[src/rtl/tqvp_add_sequencer.sv]
`default_nettype none
//==============================================================================
// Module   : tqvp_add_sequencer
// Brief    : TinyQV peripheral that queues 16-bit operands and sums them into
//            a wrapping accumulator, one per clock, raising an irq when done.
// Revision : 1.0 - initial release
//==============================================================================

module tqvp_add_sequencer #(
    parameter int DEPTH = 8,
    parameter int ACC_W = 20
) (
    input  logic        clk,
    input  logic        rst_n,
    input  logic [7:0]  ui_in,
    output logic [7:0]  uo_out,
    input  logic [5:0]  address,
    input  logic [31:0] data_in,
    input  logic [1:0]  data_write_n,
    input  logic [1:0]  data_read_n,
    output logic [31:0] data_out,
    output logic        data_ready,
    output logic        user_interrupt
);

    localparam int PTR_W = $clog2(DEPTH);
    localparam int CNT_W = PTR_W + 1;
    localparam logic [CNT_W-1:0] FULL_CNT = CNT_W'(DEPTH);
    localparam logic [CNT_W-1:0] ONE_CNT  = CNT_W'(1);

    localparam logic [5:0] ADDR_DATA   = 6'h00;
    localparam logic [5:0] ADDR_CTRL   = 6'h04;
    localparam logic [5:0] ADDR_RESULT = 6'h08;
    localparam logic [5:0] ADDR_IRQCLR = 6'h0C;

    typedef enum logic [0:0] {
        ST_IDLE = 1'b0,
        ST_RUN  = 1'b1
    } state_t;

    state_t state;
    state_t state_next;

    logic [15:0]      fifo_mem [DEPTH];
    logic [PTR_W-1:0] wr_ptr;
    logic [PTR_W-1:0] rd_ptr;
    logic [CNT_W-1:0] count;
    logic [ACC_W-1:0] acc;
    logic             acc_wrap;
    logic             ovf_err;
    logic             done;

    logic             wr_en;
    logic             push_req;
    logic             ctrl_wr;
    logic             clear;
    logic             start;
    logic             keep;
    logic             irq_clr;
    logic [15:0]      push_data;
    logic             full;
    logic             busy;
    logic             pop;
    logic             push_ok;
    logic             last_pop;
    logic [15:0]      head;
    logic [ACC_W:0]   sum;
    logic             done_set;
    logic             acc_zero;
    logic             unused_inputs;

    // Bus decode: any write width counts as a write strobe.
    assign wr_en     = (data_write_n != 2'b11);
    assign push_req  = wr_en && (address == ADDR_DATA);
    assign ctrl_wr   = wr_en && (address == ADDR_CTRL);
    assign clear     = ctrl_wr && data_in[1];
    assign start     = ctrl_wr && data_in[0] && !data_in[1];
    assign keep      = data_in[2];
    assign irq_clr   = wr_en && (address == ADDR_IRQCLR) && data_in[0];
    assign push_data = (data_write_n == 2'b00) ? {8'h00, data_in[7:0]} : data_in[15:0];

    assign full     = (count == FULL_CNT);
    assign busy     = (state == ST_RUN);
    assign pop      = busy && (count != '0);
    assign push_ok  = push_req && !full;
    assign last_pop = pop && !push_ok && (count == ONE_CNT);
    assign head     = fifo_mem[rd_ptr];
    assign sum      = {1'b0, acc} + {{(ACC_W - 15){1'b0}}, head};
    assign acc_zero = (state == ST_IDLE) && start && !keep;

    always_comb begin
        state_next = state;
        done_set   = 1'b0;
        case (state)
            ST_IDLE: begin
                if (start) begin
                    if (count != '0) begin
                        state_next = ST_RUN;
                    end else begin
                        done_set = 1'b1;
                    end
                end
            end
            ST_RUN: begin
                if (last_pop) begin
                    state_next = ST_IDLE;
                    done_set   = 1'b1;
                end
            end
            default: state_next = ST_IDLE;
        endcase
        if (clear) begin
            state_next = ST_IDLE;
        end
    end

    always_ff @(posedge clk) begin
        if (!rst_n) begin
            state <= ST_IDLE;
        end else begin
            state <= state_next;
        end
    end

    // Storage only; occupancy is tracked by the pointers and count below.
    always_ff @(posedge clk) begin
        if (push_ok) begin
            fifo_mem[wr_ptr] <= push_data;
        end
    end

    always_ff @(posedge clk) begin
        if (!rst_n || clear) begin
            wr_ptr   <= '0;
            rd_ptr   <= '0;
            count    <= '0;
            acc      <= '0;
            acc_wrap <= 1'b0;
            ovf_err  <= 1'b0;
            done     <= 1'b0;
        end else begin
            if (push_ok) begin
                wr_ptr <= wr_ptr + 1'b1;
            end
            if (pop) begin
                rd_ptr <= rd_ptr + 1'b1;
                acc    <= sum[ACC_W-1:0];
                if (sum[ACC_W]) begin
                    acc_wrap <= 1'b1;
                end
            end else if (acc_zero) begin
                acc      <= '0;
                acc_wrap <= 1'b0;
            end
            case ({push_ok, pop})
                2'b10:   count <= count + ONE_CNT;
                2'b01:   count <= count - ONE_CNT;
                default: count <= count;
            endcase
            if (push_req && full) begin
                ovf_err <= 1'b1;
            end
            // A completion on the same edge as IRQCLR must not be lost.
            if (done_set) begin
                done <= 1'b1;
            end else if (irq_clr) begin
                done <= 1'b0;
            end
        end
    end

    always_comb begin
        data_out = '0;
        case (address)
            ADDR_DATA:   data_out = 32'(count);
            ADDR_CTRL:   data_out = {27'b0, acc_wrap, ovf_err, done, busy, full};
            ADDR_RESULT: data_out = 32'(acc);
            default:     data_out = '0;
        endcase
    end

    assign uo_out         = {done, busy, done, ovf_err, 4'(count)};
    assign user_interrupt = done;
    assign data_ready     = 1'b1;

    assign unused_inputs = &{1'b0, ui_in, data_read_n, data_in[31:16]};

endmodule

`default_nettype wire
[config.mk]
export PLATFORM = sky130hd
export DESIGN_NAME = tqvp_add_sequencer
export DESIGN_NICKNAME = d
export VERILOG_FILES = /design/src/rtl/tqvp_add_sequencer.sv
export SDC_FILE = /design/constraint.sdc
export NUM_CORES = 1
export LEC_CHECK = 0
export ABC_AREA = 1
export BUFFER_PORTS_ARGS = -buffer_cell sky130_fd_sc_hd__buf_2
export CAP_MARGIN = 20
export CORE_UTILIZATION = 53
export CTS_CLUSTER_DIAMETER = 100
export DETAILED_ROUTE_END_ITERATION = 6
export PLACE_DENSITY = 0.77
export SYNTH_ARGS = -nofsm -noshare
export SYNTH_HDL_FRONTEND = slang
export SYNTH_SLANG_ARGS = --single-unit
[constraint.sdc]
create_clock -name clk -period 2.6 [get_ports clk]
set_input_delay 0.13 -clock clk [delete_from_list [all_inputs] [get_ports clk]]
set_output_delay 0.13 -clock clk [all_outputs]
set_load 0.05 [all_outputs]
# Word-level counts from Yosys, hierarchy flattened
# Memory sizes are Yosys's and may differ from the RTL's. A register that Yosys moved wholly into a read port is not among the register bits.
# Cells that the tools add are included.
# Widths: inputs -> output; s select.
[word_totals] wordCells=75 latchBits=0 input_bits=52 romBits=0 regBits=34 ramBits=128 n_memories=1 output_inout_bits=42
[op_classes] n_mux=22 n_shift=0 n_reduce_logical=28 mul=0 n_div=0 n_eq_ne=9 bitwise=2 addsub=5 magnitude_cmp=0
[memory_table] name="fifo_mem" depth=8 width=16 read_ports=1 rd_clocked_by_memory_dff=1 write_ports=1 line_no="44" rtl="logic [15:0] fifo_mem [DEPTH];"
[op_table] operator="$pmux 20 s3" n=1
[op_table] operator="$mux 20" n=2
[op_table] operator="$add 20x16->21" n=1
[op_table] operator="$mux 16" n=1
[op_table] operator="$logic_and 1x1->1" n=14
[op_table] operator="$mux 1" n=13
[op_table] operator="$eq 6x4->1 const B" n=2
[op_table] operator="$pmux 4 s2" n=1
[op_table] operator="$add 3x1->3 const B" n=2
[op_table] operator="$eq 6x3->1 const B" n=1
[op_table] operator="$logic_not 6->1" n=1
[op_table] operator="$mux 3" n=2
[op_table] operator="$reduce_bool 2->1" n=3
[op_table] operator="$logic_not 1->1" n=5
[op_table] operator="$add 4x1->4 const B" n=1
[op_table] operator="$eq 4x1->1 const B" n=1
[op_table] operator="$eq 4x4->1 const B" n=1
[op_table] operator="$pmux 1 s2" n=2
[op_table] operator="$reduce_bool 4->1" n=1
[op_table] operator="$sub 4x1->4 const B" n=1
[op_table] operator="$eq 2x1->1 const B" n=1
[op_table] operator="$eq 2x2->1 const B" n=1
[op_table] operator="$logic_not 2->1" n=1
[op_table] operator="$ne 2x1->1 const B" n=1
[op_table] operator="other kinds (5)" n=6

# Longest topological paths before layout
# Gate-level depths: netlist of the first run.
[depth] ltp_word=9 mapped_depth=18

# Least setup slack after synthesis of the first run
# OpenSTA, ideal clock, no wires.
[synth_path] kind="reg2reg" from="reg count[0]" to="mem fifo_mem[7][0], enable pin" arrival_ps=2677 path_buffers=0 setup_slack_ps=-487 path_stages_with_launch=8 path_cell_list="dfxtp_1 > inv_1 > ha_1 > nand3_1 > nand3_2 > nor2_1 > inv_2 > nor3_1"
[synth_via] elab_chain_cells=5
[synth_rtl] element="start: declaration" line_no="47" rtl="logic [CNT_W-1:0] count;"
[synth_rtl] element="start signal: assignment" line_no="156" rtl="2'b10: count <= count + ONE_CNT;"
[synth_rtl] element="start signal: assignment" line_no="157" rtl="2'b01: count <= count - ONE_CNT;"
[synth_rtl] element="start signal: assignment" line_no="158" rtl="default: count <= count;"
[synth_rtl] element="$eq 4x4->1" line_no="82" rtl="assign full = (count == FULL_CNT);"
[synth_rtl] element="$logic_not 1->1" line_no="85" rtl="assign push_ok = push_req && !full;"
[synth_rtl] element="$logic_and 1x1->1" line_no="85"
[synth_rtl] element="$mux 1" line_no="127" rtl="if (push_ok) begin"
[synth_rtl] element="$mux 1 (not written as such)" line_no="128" rtl="fifo_mem[wr_ptr] <= push_data;"
[synth_rtl] element="end: declaration" line_no="44"
# No other way between the ends.

==> results of run 1 <==
[metrics by stage]
step | cell area [sq um] | util | setup WS, ns | power (mW) | std cells
global route | 10110 | 0.6678 | -0.1174 | 5.768 | 1209
floorplan | 8234 | - | -0.2694 | 3.009 | 903
finish | 10110 | 0.6678 | 0.05218 | 5.633 | 1209
global placement | 9030 | 0.5962 | 0.001134 | 3.046 | 1164
detailed placement | 9030 | 0.5962 | -0.02751 | 3.048 | 1164
CTS | 9801 | 0.6471 | 0.007548 | 5.638 | 1203
[kinds of logic (layout without fill, tap and decap cells)]
| group | after synthesis | count (layout) |
|---|---|---|
| AOI/OAI and AO/OA | 158 | 158 |
| xor gates and xnor gates | 2 | 2 |
| DFF | 165 | 165 |
| buffers and inverters | 139 | 257 |
| adders and majority gates | 23 | 23 |
| and+or+nand+nor | 403 | 403 |
| other | 2 | 13 |
[registers in the layout, summed over array words and instances, names as in the netlist, named ones only]
signal,count
busy,1
acc_wrap,1
fifo_mem,128
user_interrupt,1
rd_ptr,3
count,4
wr_ptr,3
ovf_err,1
acc,20
[where the power goes]
group / internal [mW] / switching [mW] / leakage [nW]
registers: 2.84 / 0.00145 / 1.46
logic: 0.0384 / 0.123 / 2.23
clock network: 1.47 / 1.17 / 0.295
[worst max-delay path: stages (launching register included)]
cell and delay, ns:
dfxtp_4 0.44, inv_8 0.07, buf_12 0.15, nor2_2 0.09
o22ai_1 0.09, nor2_1 0.14, a31oi_1 0.08, ha_2 0.23
fa_2 0.36, nand2_2 0.09, nand2_1 0.07, and2_4 0.16
buf_4 0.13, o21ai_0 0.15, a21o_1 0.12, a21oi_2 0.05
[layout make-up]
cell class	instances	area, sq um
Fill cell	1121	5031
Sequential cell	165	4594
Multi-Input combinational cell	599	3282
Timing Repair Buffer	132	1017
Clock buffer	18	429.2
Inverter	93	364.1
Tap cell	188	235.2
Clock inverter	14	192.7
[worst max path at each step]
stage | from | endpoint | slack [ns]
after global placement | flip-flop | acc[19] | 0.001
after detailed placement | flip-flop | acc[19] | -0.03
final | flip-flop | acc[4] | 0.05
after CTS | flip-flop | acc[11] | 0.008
after global routing | flip-flop | acc[15] | -0.12
after floorplan | count[0] | fifo_mem[7][0] | -0.27
[cell usage in the layout, fill, tap and decap left out, types with 6 or more instances in the layout]
cell,n
a21oi_1,20
a21oi_2,20
a31oi_1,8
a31oi_2,7
buf_12,7
buf_2,54
buf_4,61
clkbuf_16,19
conb_1,13
dfxtp_1,33
dlygate4sd3_1,6
edfxtp_1,128
ha_1,15
ha_4,6
inv_1,88
nand2_1,123
nand2_2,30
nand3_1,31
nand4_1,8
nor2_1,170
nor2_2,9
nor3_2,8
o21ai_0,55
o21ai_1,17
o22ai_1,16
[metal layers]
metal	wire [um]	up-vias	share of wire
met1	8353	3117	0.42
li1	-	3212	-
met5	0	-	0
met3	1219	53	0.061
met2	9852	246	0.49
met4	657	0	0.033
[repair_timing]
action,4_1_cts,5_1_grt
setup endpoints to repair,11,15
pin swaps,2,10
endpoints found under the hold margin,48,0
hold buffers,6,0
gates resized for setup,14,74
cloned,1,2
buffers inserted,0,4
==> flow_summary.ini, run 1 <==
[yosys]
synth_area_leaders = edfxtp_1, dfxtp_1, nor2_1
postSynthAreaPerCell_sq_um = 9.165
synth_top_family_by_area = simple AND/OR/NAND/NOR gates
postSynthCellCount = 892
yosys-top-cells-count = nor2_1, nand2_1, edfxtp_1, inv_1, o21ai_0
synthArstFlopShare = 0
synthFlopType = edfxtp_1
ys_types = 47
synth.most_common_cell = nor2_1
ys_seq_area_frac = 0.5608
synth_compound_area_frac = 0.1110
ys_seq_elements = 165
synth-adder-area-share = 0.03612
yosys.area_share.xor_xnor = 0.002143
synthesis.area_sq_um = 8175
yosys_warnings = 0
synth_edf_count = 128
synth_simple_gate_area_frac = 0.2120
synthMuxAreaShare = 0
synth.top_cell.area_share = 0.4702
yosysTopAreaCell = edfxtp_1

[global_routing]
antenna_found_initial = 0
met1_usage = 0.3181
grtUsageMet2 = 0.4313
grt_first_pass_wirelength_um = 30920
use_met3 = 0.05310
busiest_layer = met2
overflow = 0
grt_start_max_net_pins = 33
grt_use_total = 0.2555
grt_pass1_vias = 6241

[power_and_ir_drop]
p_per_area_nw_per_um2 = 557.0
p_leak_nw = 3.977
max-vdd-ir-drop_uv = 551.1

[sta]
clock_skew_ns = 0.008765
final-hold-violation-count = 0
holdWs_ns = 0.06181
finalSetupTns_ns = 0
tightest_slew_ns = 0.4954
min_period_over_period = 0.9799
slew_viol_final = 0
max_slew_margin = 0.6685
setup_viol = 0
timing.fmax_ghz = 0.3925
fin_crit_ns = 2.548
rsz0062_at_grt = true

[cells_and_area]
antennaDiodeCount = 0
fin_nets = 1083
drive_above_1_share = 0.2576
areaGrowthSynthToFinish_pct = 23.72

[floorplan]
core-area_sq_um = 15150
die-height_um = 126.2
die_x_um = 126.2
ioPinCount = 94
die_area_sq_um = 15930
rows = 45
initial_core_util = 0.5398

[min_path]
whs_path_depth = 1
hp-start = data_in[1]
min_path_type = input pin to flip-flop
whs_endpoint = fifo_mem[7][1]

[critical_path]
crit_path_end_kind = flip-flop
cp.required_ns = 2.93
reg2reg_slack_ns = 0.05
crit_arrival_ns = 2.88
critPathLaunchType = flip-flop
crit_type = flip-flop to flip-flop
r2r_cells = 15
cp_max_fo = 11
r2r_end = acc[4]

[clocking]
cts_max_level = 4
clockBufferDepth = 2
cts_tree = yes
root_buffer = clkbuf_16
insertion_delay_ns = 0.43
cts.clk_slew.worst_paths_ns = 0.07
cts_buffers = 17
clock_sinks = 165

[placed_design]
detailed_place_hpwl_um = 12110
gp_congestion = 0.9170
io_buffers = 54

[routing]
route.antenna.remaining_nets = 0
routed_wl_um = 20080
drtPass1Iterations = 5
drtIter0Drc = 525
drc = 0
vias_per_cell = 5.482
wire_per_inst_um = 16.61
vias = 6628

[run_status]
outcome = finished clean

[flow_run]
max_cap_viol_count = 0
Power figures use the tool's default switching activity.
==> run 2, diff against run 1 <==
--- a/config.mk
+++ b/config.mk
@@ -12,6 +12,8 @@
 export CTS_CLUSTER_DIAMETER = 100
 export DETAILED_ROUTE_END_ITERATION = 6
 export PLACE_DENSITY = 0.77
+export SETUP_SLACK_MARGIN = 0.15
 export SYNTH_ARGS = -nofsm -noshare
 export SYNTH_HDL_FRONTEND = slang
 export SYNTH_SLANG_ARGS = --single-unit
+export TNS_END_PERCENT = 5
==> run 2 against run 1 <==
  * First-iteration DRC count shrank 1.1%
  * Highest routed layer unchanged
  * Count of clock-buffer cells in the layout is the same
  * Global-route usage shrank 0.052 points
  * Die area is the same
  * Clock skew shrank 0.00072 ns
  * Clock power shrank 13%
==> flow_summary.ini, run 2 (synthesized netlist as in run 1, its figures left out) <==
[run_status]
outcome = finished clean

[placed_design]
dpl_cell_area_sq_um = 9035
gp_congestion = 0.9524
io_buffers = 54
place_ws_ns = -0.08647
dp_cells = 1162
detailed_place_hpwl_um = 12360

[clocking]
clockBufferDepth = 2
root_buffer = clkbuf_16
clock_sinks = 165
cts_max_level = 4
cts.clk_slew.worst_paths_ns = 0.07
cts_tree = yes
cts_buffers = 17
insertion_delay_ns = 0.43

[floorplan]
die_area_sq_um = 15930
core-area_sq_um = 15150
ioPinCount = 94
die-height_um = 126.2
die_x_um = 126.2
rows = 45
initial_core_util = 0.5398

[sta]
slew_viol_final = 0
fin_crit_ns = 2.587
tightest_slew_ns = 0.5136
rsz0062_at_grt = true
clock_skew_ns = 0.008048
setup_viol = 0
layout_setup_ws_ns = 0.01262
timing.fmax_ghz = 0.3865
min_period_over_period = 0.9951
max_slew_margin = 0.6563
final-hold-violation-count = 0

[cells_and_area]
final_core_util = 0.6747
drive_above_1_share = 0.2730
most-common-layout-cells = nor2_1, edfxtp_1, nand2_1
largest_registers = fifo_mem (128), acc (20), count (4)
regMostFlops = fifo_mem
antennaDiodeCount = 0
areaGrowthSynthToFinish_pct = 24.99
fillerInstances = 1118
layout_commonest_cell = nor2_1
largest_reg_flops = 128
finalInstanceArea_sq_um = 10220
finalNonFillerCells = 1210
fin_nets = 1085

[routing]
route.antenna.remaining_nets = 0
drtPass1Iterations = 5
drc = 0
vias_per_cell = 5.488
routed_wl_um = 20330
drtIter0Drc = 519
vias = 6641
wire_per_inst_um = 16.80

[critical_path]
crit_type = flip-flop to flip-flop
cp.required_ns = 2.96
cp_num_buf_inv = 3
crit_path_cell_trace = clkbuf_16 > o21ai_0 > o22ai_1 > nor2_1 > a31oi_2 > ha_4 > nand2_1 > nand2_1 > nand2_1 > nand2_2 > inv_2 > nand2_2 > buf_4 > nand2_1 > nand2_1 > nand2_1 > nand3_1 > a21oi_1
r2r_cells = 18
crit_family = compound AO/OA/AOI/OAI gates
crit_arrival_ns = 2.95
critPathLaunchType = flip-flop
crit_top_cell = nand2_1
crit_path_end_kind = flip-flop
slowest_delay_ns = 0.45
cp_max_fo = 6
reg2reg_slack_ns = 0.01
crit_slowest_cell = dfxtp_4
r2r_end = acc[11]

[global_routing]
overflow = 0
antenna_found_initial = 0
grt_pass1_vias = 6296
grt_first_pass_wirelength_um = 30820
grt_use_total = 0.2550
grt_start_max_net_pins = 23

[min_path]
min_path_type = input pin to flip-flop
whs_endpoint = fifo_mem[6][0]
hp-start = data_in[0]
whs_path_depth = 1

[power_and_ir_drop]
p_per_area_nw_per_um2 = 517.4
max-vdd-ir-drop_uv = 609.3
power_mw = 5.287
p_leak_nw = 4.011

[flow_run]
max_cap_viol_count = 0
-- run 2: changes by cell type in the layout (fill, tap and decap cells not counted), sizes merged --
cell and change:
inv +1, bufinv -2, clkinv +1, clkinvlp -1, bufbuf +2
-- run 2: layout make-up --
class / count / area, sq um / share of cell area
inverters: 93 / 361.6 / 0.03539
clock buffers: 18 / 429.2 / 0.04200
repair buffers: 134 / 1101 / 0.1078
clock inverters: 13 / 98.84 / 0.009673
flip-flops and latches: 165 / 4599 / 0.4501
well taps: 188 / 235.2 / 0.02302
multi-input cells: 599 / 3393 / 0.3321
-- run 2: timing repair --
item | in CTS | in global routing
hold buffers | 6 | 0
setup endpoints to repair | 18 | 19
setup buffers | 1 | 4
pin swaps | 9 | 28
gates resized for setup | 45 | 59
endpoints found under the hold margin | 48 | 0
cloned | 4 | 2
-- run 2: layer usage --
metal  vias up  track usage  wire (um)
met3        53      0.05098       1152
li1       3218            -          -
met4         0       0.1247        634
met5         -            0          0
met2       248       0.4342      10010
met1      3122       0.3100       8537
-- run 2: how the worst max path moves through the flow --
stage | startpoint | end | slack, ns | cells past startpoint
after floorplan | count[0] | count[3] | 0.18 | 11
after global placement | flip-flop | acc[17] | -0.005 | 17
after detailed placement | flip-flop | acc[11] | -0.09 | 18
after CTS | flip-flop | acc[18] | 0.09 | 17
after global routing | flip-flop | acc[11] | -0.17 | 19
final | flip-flop | acc[11] | 0.01 | 18
-- run 2: worst register-to-register path: cells and delay by family (launching register included) --
| family | cells | cell delay [ns] |
|---|---|---|
| compound gates | 4 | 0.72 |
| simple gates | 10 | 0.70 |
| flops | 1 | 0.45 |
| buf+inv | 3 | 0.37 |
| fa+ha+maj | 1 | 0.27 |
-- run 2: metrics by stage --
step | hold WS (ns) | TNS, ns
6_report | 0.05379 | 0
2_1_floorplan | 0.2289 | 0
5_1_grt | 0.04694 | -1.596
4_1_cts | 0.04131 | 0
3_3_place_gp | 0.4021 | -0.004908
3_5_place_dp | 0.4028 | -0.3459
-- run 2: report_power, final --
| part | switching, mW | internal [mW] | leakage [nW] |
|---|---|---|---|
| logic | 0.123 | 0.0386 | 2.30 |
| clock network | 1.06 | 1.23 | 0.258 |
| registers | 0.00138 | 2.84 | 1.46 |
==> run 3, diff against run 2 <==
--- a/config.mk
+++ b/config.mk
@@ -8,10 +8,10 @@
 export ABC_AREA = 1
 export BUFFER_PORTS_ARGS = -buffer_cell sky130_fd_sc_hd__buf_2
 export CAP_MARGIN = 20
-export CORE_UTILIZATION = 53
+export CORE_UTILIZATION = 25
 export CTS_CLUSTER_DIAMETER = 100
 export DETAILED_ROUTE_END_ITERATION = 6
-export PLACE_DENSITY = 0.77
+export PLACE_DENSITY = 0.43
 export SETUP_SLACK_MARGIN = 0.15
 export SYNTH_ARGS = -nofsm -noshare
 export SYNTH_HDL_FRONTEND = slang
==> run 3 against run 2 <==
  * Global-route usage down 11 points
  * Highest routed layer unchanged
  * Largest power group unchanged
  * Setup slack got worse by 0.0023 ns
  * Largest cell class unchanged
  * Worst hold slack lost 0.027 ns
  * Sequential share of layout area is 3.4 points lower
==> flow_summary.ini, run 3 (synthesized netlist as in run 1, its figures left out) <==
[run_status]
outcome = finished clean

[sta]
final-hold-violation-count = 0
holdWs_ns = 0.02688
setup_viol = 0
max_slew_margin = 0.4994
min_period_over_period = 0.9960
finalSetupTns_ns = 0
slew_viol_final = 0
rsz0062_at_grt = true
tightest_slew_ns = 0.7481
timing.fmax_ghz = 0.3861
clock_skew_ns = 0.01079
fin_crit_ns = 2.590

[critical_path]
cp_max_fo = 6
crit_arrival_ns = 2.92
cp.required_ns = 2.93
r2r_cells = 18
critPathLaunchType = flip-flop
reg2reg_slack_ns = 0.01
r2r_end = acc[19]
crit_type = flip-flop to flip-flop
crit_path_end_kind = flip-flop

[min_path]
whs_endpoint = fifo_mem[7][4]
hp-start = data_in[4]
whs_path_depth = 1
min_path_type = input pin to flip-flop

[cells_and_area]
finalInstanceArea_sq_um = 11060
largest_reg_flops = 128
most-common-layout-cells = nor2_1, edfxtp_1, nand2_1
fin_nets = 1115
layout_commonest_cell = nor2_1
antennaDiodeCount = 0
final_core_util = 0.3468
areaGrowthSynthToFinish_pct = 35.25
drive_above_1_share = 0.3568
regMostFlops = fifo_mem
finalNonFillerCells = 1486
largest_registers = fifo_mem (128), acc (20), count (4)

[routing]
vias_per_cell = 4.329
drtPass1Iterations = 4
routed_wl_um = 23170
wire_per_inst_um = 15.59
route.antenna.remaining_nets = 0
vias = 6433
drc = 0
drtIter0Drc = 331

[clocking]
cts_buffers = 17
cts.clk_slew.worst_paths_ns = 0.07
cts_max_level = 4
cts_tree = yes
insertion_delay_ns = 0.43
root_buffer = clkbuf_16
clockBufferDepth = 2
clock_sinks = 165

[placed_design]
detailed_place_hpwl_um = 14930
io_buffers = 54
dp_cells = 1426
gp_congestion = 0.8249
dpl_cell_area_sq_um = 9499

[power_and_ir_drop]
p_leak_nw = 4.223
max-vdd-ir-drop_uv = 415.6
p_per_area_nw_per_um2 = 493.4

[floorplan]
ioPinCount = 94
die-height_um = 182.8
initial_core_util = 0.2564
die_area_sq_um = 33430
rows = 65
core-area_sq_um = 31880
die_x_um = 182.8

[global_routing]
grt_first_pass_wirelength_um = 35620
grt_start_max_net_pins = 29
grt_pass1_vias = 6183
grt_use_total = 0.1416
overflow = 0
antenna_found_initial = 0

[flow_run]
max_cap_viol_count = 0
## run 3: cell count changes in the layout (fill, tap and decap cells not counted), sizes merged
| cell | change |
|---|---|
| clkinvlp | +3 |
| buf | +34 |
| dlygate4sd3 | -2 |
| clkinv | -5 |
| bufinv | +1 |
| bufbuf | -2 |
## run 3: final cells by class
| cell class | count | area, sq um |
|---|---|---|
| Sequential cell | 165 | 4599 |
| Multi-Input combinational cell | 599 | 3654 |
| Timing Repair Buffer | 164 | 1346 |
| Tap cell | 435 | 544.3 |
| Fill cell | 3316 | 20820 |
| Clock inverter | 12 | 122.6 |
| Inverter | 93 | 361.6 |
| Clock buffer | 18 | 429.2 |
## run 3: how the worst max path moves through the flow
stage               endpoint  slack, ns  cells past startpoint
floorplan           count[3]       0.18                     11
global placement     acc[14]      -0.05                     17
detailed placement   acc[18]      -0.12                     18
CTS                  acc[16]       0.04                     16
global route         acc[19]      -0.15                     18
finish               acc[19]       0.01                     18
## run 3: metrics by stage
step,power (mW),setup WS (ns)
2_1_floorplan,3.007,0.1783
3_3_place_gp,3.054,-0.04858
3_5_place_dp,3.055,-0.1185
4_1_cts,5.518,0.04469
5_1_grt,5.634,-0.1472
6_report,5.455,0.01031
## run 3: where the power goes
part | total, mW | internal (mW) | switching [mW]
Combinational | 0.165 | 0.0385 | 0.126
Clock | 2.45 | 1.33 | 1.12
Sequential | 2.84 | 2.84 | 0.00148
## run 3: worst max-delay path, stage by stage (launching register included)
cell and delay, ns:
dfxtp_4 0.42, buf_16 0.16, buf_4 0.14, nor2_1 0.14
o22ai_2 0.11, nor2_2 0.13, a31oi_2 0.06, buf_4 0.17
ha_4 0.27, buf_6 0.11, nand2_4 0.05, nor2_2 0.14
buf_4 0.12, nand2_1 0.03, nand3b_1 0.16, nand3_2 0.11
nand3_1 0.07, nand2_1 0.07, nor2_1 0.04
## run 3: layer usage
| metal | vias up | global-route usage | part of all wire |
|---|---|---|---|
| li1 | 3267 | - | - |
| met1 | 3059 | 0.1922 | 0.49 |
| met2 | 86 | 0.2348 | 0.48 |
| met3 | 21 | 0.02264 | 0.021 |
| met4 | 0 | 0.03567 | 0.013 |
| met5 | - | 0 | 0 |
## run 3: repair_timing
action | 4_1_cts | 5_1_grt
hold endpoints to repair | 32 | 0
hold buffers | 4 | 0
cloned | 2 | 2
pin swaps | 33 | 71
buffers inserted | 13 | 9
endpoints found under the setup margin | 18 | 20
gates resized for setup | 89 | 116
